[src/rtl/sc_note_arbiter.sv]
// sc_note_arbiter
//   Round-robin scheduler between the per-lane note matchers and the score
//   accumulator. Each lane owns one holding slot; occupied slots are granted
//   one per clock, in rotating order, onto a single registered en/dt port.
//   Also sequences scoring run/pause/stop and keeps the consecutive-hit streak.
//
// Ports
//   clk_i          system clock
//   rst_i          asynchronous, active-high reset
//   start_i        pulse: IDLE->RUN, clears streak in any state
//   stop_i         pulse: any->IDLE, flushes all slots (wins over start_i)
//   pause_i        level: holds grants while high (RUN<->PAUSE)
//   hit_valid_i    per-lane matched-note request
//   hit_dt_i       per-lane timing margin, lane i at [i*DTW +: DTW]
//   hit_ready_o    per-lane slot empty and state not IDLE
//   miss_i         pulse: note passed unplayed, clears streak outside IDLE
//   score_en_o     one-cycle strobe for the granted event
//   score_dt_o     dt of the granted event (held between grants)
//   score_lane_o   lane of the granted event (held between grants)
//   streak_o       consecutive scoring hits, saturating
//   busy_o         any slot occupied
module sc_note_arbiter #(
   parameter int unsigned LANES  = 5,
   parameter int unsigned DTW    = 16,
   parameter int unsigned WINDOW = 100
) (
   input  logic                 clk_i,
   input  logic                 rst_i,
   input  logic                 start_i,
   input  logic                 stop_i,
   input  logic                 pause_i,
   input  logic [LANES-1:0]     hit_valid_i,
   input  logic [LANES*DTW-1:0] hit_dt_i,
   output logic [LANES-1:0]     hit_ready_o,
   input  logic                 miss_i,
   output logic                 score_en_o,
   output logic [DTW-1:0]       score_dt_o,
   output logic [2:0]           score_lane_o,
   output logic [15:0]          streak_o,
   output logic                 busy_o
);

   localparam logic [DTW:0] WindowW = (DTW+1)'(WINDOW);

   typedef enum logic [1:0] {StIdle, StRun, StPause} state_e;

   state_e           state_q, state_d;
   logic [LANES-1:0] full_q, full_d;
   logic [DTW-1:0]   dt_q [LANES];
   logic [DTW-1:0]   dt_d [LANES];
   logic [2:0]       ptr_q, ptr_d;
   logic             score_en_q, score_en_d;
   logic [DTW-1:0]   score_dt_q, score_dt_d;
   logic [2:0]       score_lane_q, score_lane_d;
   logic [15:0]      streak_q, streak_d;

   logic             grant_ok;
   logic             grant_found;
   logic [2:0]       grant_idx;
   logic             grant;

   // ---------------------------------------------------------------------
   // Run/pause/stop sequencing
   // ---------------------------------------------------------------------
   always_comb begin
      state_d = state_q;
      if (stop_i) begin
         state_d = StIdle;
      end else begin
         unique case (state_q)
            StIdle:  if (start_i)  state_d = StRun;
            StRun:   if (pause_i)  state_d = StPause;
            StPause: if (!pause_i) state_d = StRun;
            default: state_d = StIdle;
         endcase
      end
   end

   // Grants happen exactly on edges that land in RUN from RUN or PAUSE, so a
   // rising pause holds immediately and a falling pause grants on its edge.
   assign grant_ok = (state_q != StIdle) && !pause_i && !stop_i;

   // ---------------------------------------------------------------------
   // Rotating search for the first occupied slot at or after ptr_q
   // ---------------------------------------------------------------------
   always_comb begin
      logic [3:0] cand;
      grant_found = 1'b0;
      grant_idx   = '0;
      cand        = '0;
      for (int unsigned k = 0; k < LANES; k++) begin
         cand = 4'(ptr_q) + 4'(k);
         if (cand >= 4'(LANES)) cand = cand - 4'(LANES);
         if (!grant_found && full_q[cand[2:0]]) begin
            grant_found = 1'b1;
            grant_idx   = cand[2:0];
         end
      end
   end

   assign grant = grant_ok && grant_found;

   // ---------------------------------------------------------------------
   // Slots, grant port, pointer and streak
   // ---------------------------------------------------------------------
   always_comb begin
      full_d       = full_q;
      dt_d         = dt_q;
      ptr_d        = ptr_q;
      score_en_d   = 1'b0;
      score_dt_d   = score_dt_q;
      score_lane_d = score_lane_q;
      streak_d     = streak_q;

      if (grant) begin
         full_d[grant_idx] = 1'b0;
         score_en_d        = 1'b1;
         score_dt_d        = dt_q[grant_idx];
         score_lane_d      = grant_idx;
         ptr_d = ({1'b0, grant_idx} + 4'd1 == 4'(LANES)) ? 3'd0 : grant_idx + 3'd1;
      end

      // A full slot is never ready, so a load never collides with its grant.
      for (int unsigned i = 0; i < LANES; i++) begin
         if (hit_valid_i[i] && hit_ready_o[i]) begin
            full_d[i] = 1'b1;
            dt_d[i]   = hit_dt_i[i*DTW +: DTW];
         end
      end

      if (stop_i) full_d = '0;

      if (start_i) begin
         streak_d = '0;
      end else if ((state_q != StIdle) && miss_i) begin
         streak_d = '0;
      end else if (grant) begin
         if ({1'b0, dt_q[grant_idx]} < WindowW) begin
            streak_d = (streak_q == 16'hFFFF) ? streak_q : streak_q + 16'd1;
         end else begin
            streak_d = '0;
         end
      end
   end

   always_ff @(posedge clk_i or posedge rst_i) begin
      if (rst_i) begin
         state_q      <= StIdle;
         full_q       <= '0;
         for (int unsigned i = 0; i < LANES; i++) dt_q[i] <= '0;
         ptr_q        <= '0;
         score_en_q   <= 1'b0;
         score_dt_q   <= '0;
         score_lane_q <= '0;
         streak_q     <= '0;
      end else begin
         state_q      <= state_d;
         full_q       <= full_d;
         dt_q         <= dt_d;
         ptr_q        <= ptr_d;
         score_en_q   <= score_en_d;
         score_dt_q   <= score_dt_d;
         score_lane_q <= score_lane_d;
         streak_q     <= streak_d;
      end
   end

   assign hit_ready_o  = ~full_q & {LANES{state_q != StIdle}};
   assign busy_o       = |full_q;
   assign score_en_o   = score_en_q;
   assign score_dt_o   = score_dt_q;
   assign score_lane_o = score_lane_q;
   assign streak_o     = streak_q;

endmodule

[config.mk]
export PLATFORM = sky130hd
export DESIGN_NAME = sc_note_arbiter
export DESIGN_NICKNAME = d
export VERILOG_FILES = /design/src/rtl/sc_note_arbiter.sv
export SDC_FILE = /design/constraint.sdc
export NUM_CORES = 1
export LEC_CHECK = 0
export BUFFER_PORTS_ARGS = -buffer_cell sky130_fd_sc_hd__buf_2
export CAP_MARGIN = 10
export CORE_AREA = 2 2 125 103
export DETAILED_ROUTE_END_ITERATION = 10
export DIE_AREA = 0 0 127 105
export PLACE_DENSITY = 0.83
export SLEW_MARGIN = 20
export SYNTH_ARGS = -nofsm -noshare
export SYNTH_HDL_FRONTEND = slang
export SYNTH_SLANG_ARGS = --single-unit
[constraint.sdc]
create_clock -name clk_i -period 13.7 [get_ports clk_i]
set_input_delay 0.685 -clock clk_i [delete_from_list [all_inputs] [get_ports clk_i]]
set_output_delay 0.685 -clock clk_i [all_outputs]
set_load 0.01 [all_outputs]
==> results.txt <==
The flow ran to the end, and the final reports show no timing, DRC or antenna violations. The initial utilization of the core area, before any placement, comes to between 50% and 60%. The largest stage delay on the critical path is ~0.84 ns.

The HPWL after detailed placement is around 14000 um. The number of failing hold endpoints at the final stage came to 0. The count of cells in the finished layout, fillers not included, comes to 970. The synthesized area per cell came out at about 10 um^2. The number of buffer and inverter stages on the critical path came out at 3. The signed area change from the synthesized netlist to the final layout is 18.84%.

The final antenna diode count came out at 0. The number of flops mapped to enable cells by yosys is 0. The number of design rule violations left after detail routing came out at 0.

The die covers around 0.013 mm^2. Along the worst path, the maximum fanout reaches 45. The max-slew violation total from the final report came out at 0.

Using the TritonRoute via totals, the vias-per-cell ratio works out to approximately 6.4. The number of max-capacitance violations reported is 0. Summing the sequential cell areas from Yosys gives between 40% and 50% of the chip area. The number of distinct library cells after synthesis is 75. Counting stages on the worst path, the most repeated cell is sky130_fd_sc_hd__a2111o_1. Clock latency on the worst-skew pair, taken at its later pin, is approximately 0.42 ns. The total of flip-flops plus latches after synthesis came out at ~130. The placed instance count came out at between 900 and 1k. Synthesis produced a netlist with a net count of 790.

The number of nets with antenna violations after routing came out at 0. The routed via count is slightly above 6k. The largest net degree at the start of global routing is between 60 and 70. The static leakage is ~3.8 nW. The net total in the final layout came out at between 900 and 1k.

The highest achievable clock rate is between 150 and 200 MHz. The time the worst path needs with I/O delays and setup came out at 6.359 ns. The floorplan row count came out at 36. The width of the chip is about 130 um.

The post-route setup TNS came out at 0 ns. The count of H-tree levels built during CTS came out at 4. The total of warnings raised by yosys came out at 0. On the critical path, the stage with the largest delay is an instance of sky130_fd_sc_hd__a211o_2. Setup repair after global routing left no endpoint under its margin.

The number of I/O port buffers came out at around 130. The worst path required time came out at 14.03 ns. The power density of the placed cells is 273.8 mW/mm^2. In this run the post-CTS setup repair buffer count came out at 0. The buffer depth of the longest clock path came out at 2. The number of design-rule violations left by the first detailed-router iteration came out at ~600. The synthesized netlist devotes between 10% and 20% of its cell area to compound gates. The number of sinks on the clock net came out at approximately 130. The post-synth design cell area is just over 0.007 mm^2. Tracing the worst setup path back leads to its startpoint at ptr_q[0]. The most frequent standard cell in the layout excluding fill and tap cells is sky130_fd_sc_hd__buf_2. between 100 and 150 I/O pins were placed. The worst setup path is launched from a flip-flop. The average wire per standard cell is a little over 20 um. The synthesized netlist devotes 14.84% of its cell area to simple gates.

After synthesis, the largest family of logic cells by area is compound AO/OA/AOI/OAI gates. For the pin with the worst max-slew slack, the measured transition is about 1 ns. The min-delay analysis places its worst path in the category in2async.

The area share of fa/ha/maj cells after synthesis came out at about 2.0%. The routability congestion estimate from global placement is around 0.90. The TritonCTS clock tree is yes. In this run the critical register-to-register path is launched from ptr_q[0]. The floorplan die height came out at roughly 110 um. Grouping stages by cell kind, the critical path spends the most delay in compound AO/OA/AOI/OAI gates.

Of the cells placed in the final design, the portion with a size suffix greater than 1 is a little over a third. The initial antenna violation count came out at 0. The setup-violating endpoint count in the final report is 0.

Data arrives at the worst endpoint at approximately 6.7 ns. The number of global-route vias before repair is 6073. For this run the aggregate overflow at the end of global routing stands at 0.

In the synthesized netlist, the number of instances is between 600 and 700. The design draws 0.002312 W. The core outline area came out at roughly 0.012 mm^2. Traced cell by cell, the critical path runs through inv_2 -> ha_1 -> inv_1 -> o32a_1 -> and2_4 -> a2111o_1 -> a211oi_2 -> a211o_2 -> mux2i_1 -> o221ai_1 -> a2111o_1 -> a2111oi_4 -> buf_6 -> nand3_1 -> a31oi_1. The startpoint-to-endpoint class of the critical path is reg2reg. The multiplexer fraction of the synthesized cell area is 17.31%. The worst setup path is captured at a flip-flop. The combined global-route utilization of all metal layers is a little under a third. The total of hold buffers inserted after clock tree synthesis is 0. The clock-pin slew of the registers on the worst-case setup and hold paths came out at approximately 0.060 ns. The library cell used as clock root buffer is sky130_fd_sc_hd__clkbuf_16.

The global-route wire length before repair is around 32000 um. The post-route clock period utilization is 46.41%. The top cell types in the final layout, fill and taps aside, are sky130_fd_sc_hd__buf_2, sky130_fd_sc_hd__dfrtp_1, sky130_fd_sc_hd__nand2_1, sky130_fd_sc_hd__mux2_2, sky130_fd_sc_hd__a21oi_1. For this run, asynchronously set or reset flops after synthesis account for 100.0%.

Cells fill 70.48% of the core in the end. The most used flip-flop cell after synthesis is sky130_fd_sc_hd__dfrtp_1. The maximum clock skew at final layout came out at between 0.007 and 0.008 ns. The number of gates resized after cts is 0.

After Yosys synthesis, XOR and XNOR cells account for less than 1% of the synthesized area. The number of buffers created by CTS is 17. For this run, the detailed router's first-pass iteration total came to 6. The largest vdd supply drop came out at between 0.1 and 0.15 mV. The relative slew slack is between 30 and 40%. The routed design has approximately 20000 um of wire.
[state kept, by name, indices dropped and copies added, names as in the netlist]
| register | count |
|---|---|
| dt_q | 80 |
| score_dt_o | 16 |
| streak_o | 16 |
| full_q | 5 |
| ptr_q | 3 |
| score_lane_o | 3 |
| state_q | 2 |
| score_en_o | 1 |
[cell families after synthesis]
logic type | count (synthesis)
fa+ha+maj | 11
compound gates | 165
buf+inv | 52
simple gates | 216
flops | 126
xor+xnor | 6
mux | 112
[layout make-up]
class / count / area, um^2
Clock buffer: 24 / 501.7
Clock inverter: 8 / 127.6
Fill cell: 860 / 3537
Inverter: 15 / 58.81
Multi-Input combinational cell: 510 / 3726
Sequential cell: 126 / 3153
Tap cell: 152 / 190.2
Timing Repair Buffer: 135 / 686.9
[per-layer routing]
metal  part of all wire, %  routed length (um)  track usage, %
met5                     0                   0               0
met4                   2.4                 482           10.91
met3                   9.3                1864           7.885
met2                    45                9087           46.08
met1                    43                8583           43.02
[Yosys cell counts, drive strengths merged (8+ instances only)]
cell type	number	area, um^2
nor3	11	55.05
nor2	26	97.59
nand3	20	105.1
a21oi	43	252.7
nor2b	8	50.05
and3	10	62.56
o21ai	35	201.4
nor4	11	68.82
buf	13	92.58
dfrtp	126	3153
nand2	92	347.8
clkbuf	24	90.09
mux2	87	979.7
ha	10	125.1
mux2i	25	250.2
a211oi	8	70.06
inv	15	56.30
[through the flow]
step	worst slack, ns	area (um^2)	hold slack, ns
after floorplan	9.185	7106	0.4701
after global placement	7.604	7804	0.4680
after detailed placement	7.360	7804	0.4605
after CTS	7.235	8433	0.4660
after global routing	7.076	8444	0.4852
final	7.341	8444	0.4313
[path summary, 6_finish.rpt]
| kind | to | slack, ns | depth (start not counted) |
|---|---|---|---|
| max in group asynchronous | streak_o[8] | 12.00 | 3 |
| worst max-delay path | streak_o[11] | 7.34 | 15 |
| worst min register to register | score_lane_o[0] | 0.47 | 2 |
| min in group clk_i | score_lane_o[0] | 0.47 | 2 |
| worst min-delay path | dt_q[28] | 0.43 | 2 |
| worst max register to register | streak_o[11] | 7.34 | 15 |
[report_power, final]
group | switching, W | total, W | internal [W]
clock | 0.000165 | 0.000476 | 0.000311
combinational | 0.000768 | 0.00126 | 0.000490
sequential | 0.0000960 | 0.000578 | 0.000482
[worst register-to-register path, delay by kind of cell (launching register included)]
| family | cells | cell delay (ns) |
|---|---|---|
| DFF | 1 | 0.74 |
| adders and majority gates | 1 | 0.66 |
| AOI/OAI and AO/OA | 8 | 3.50 |
| buffers and inverters | 3 | 0.72 |
| muxes | 1 | 0.36 |
| and+or+nand+nor | 2 | 0.28 |
Note: power is estimated with default switching activity, not from simulation.
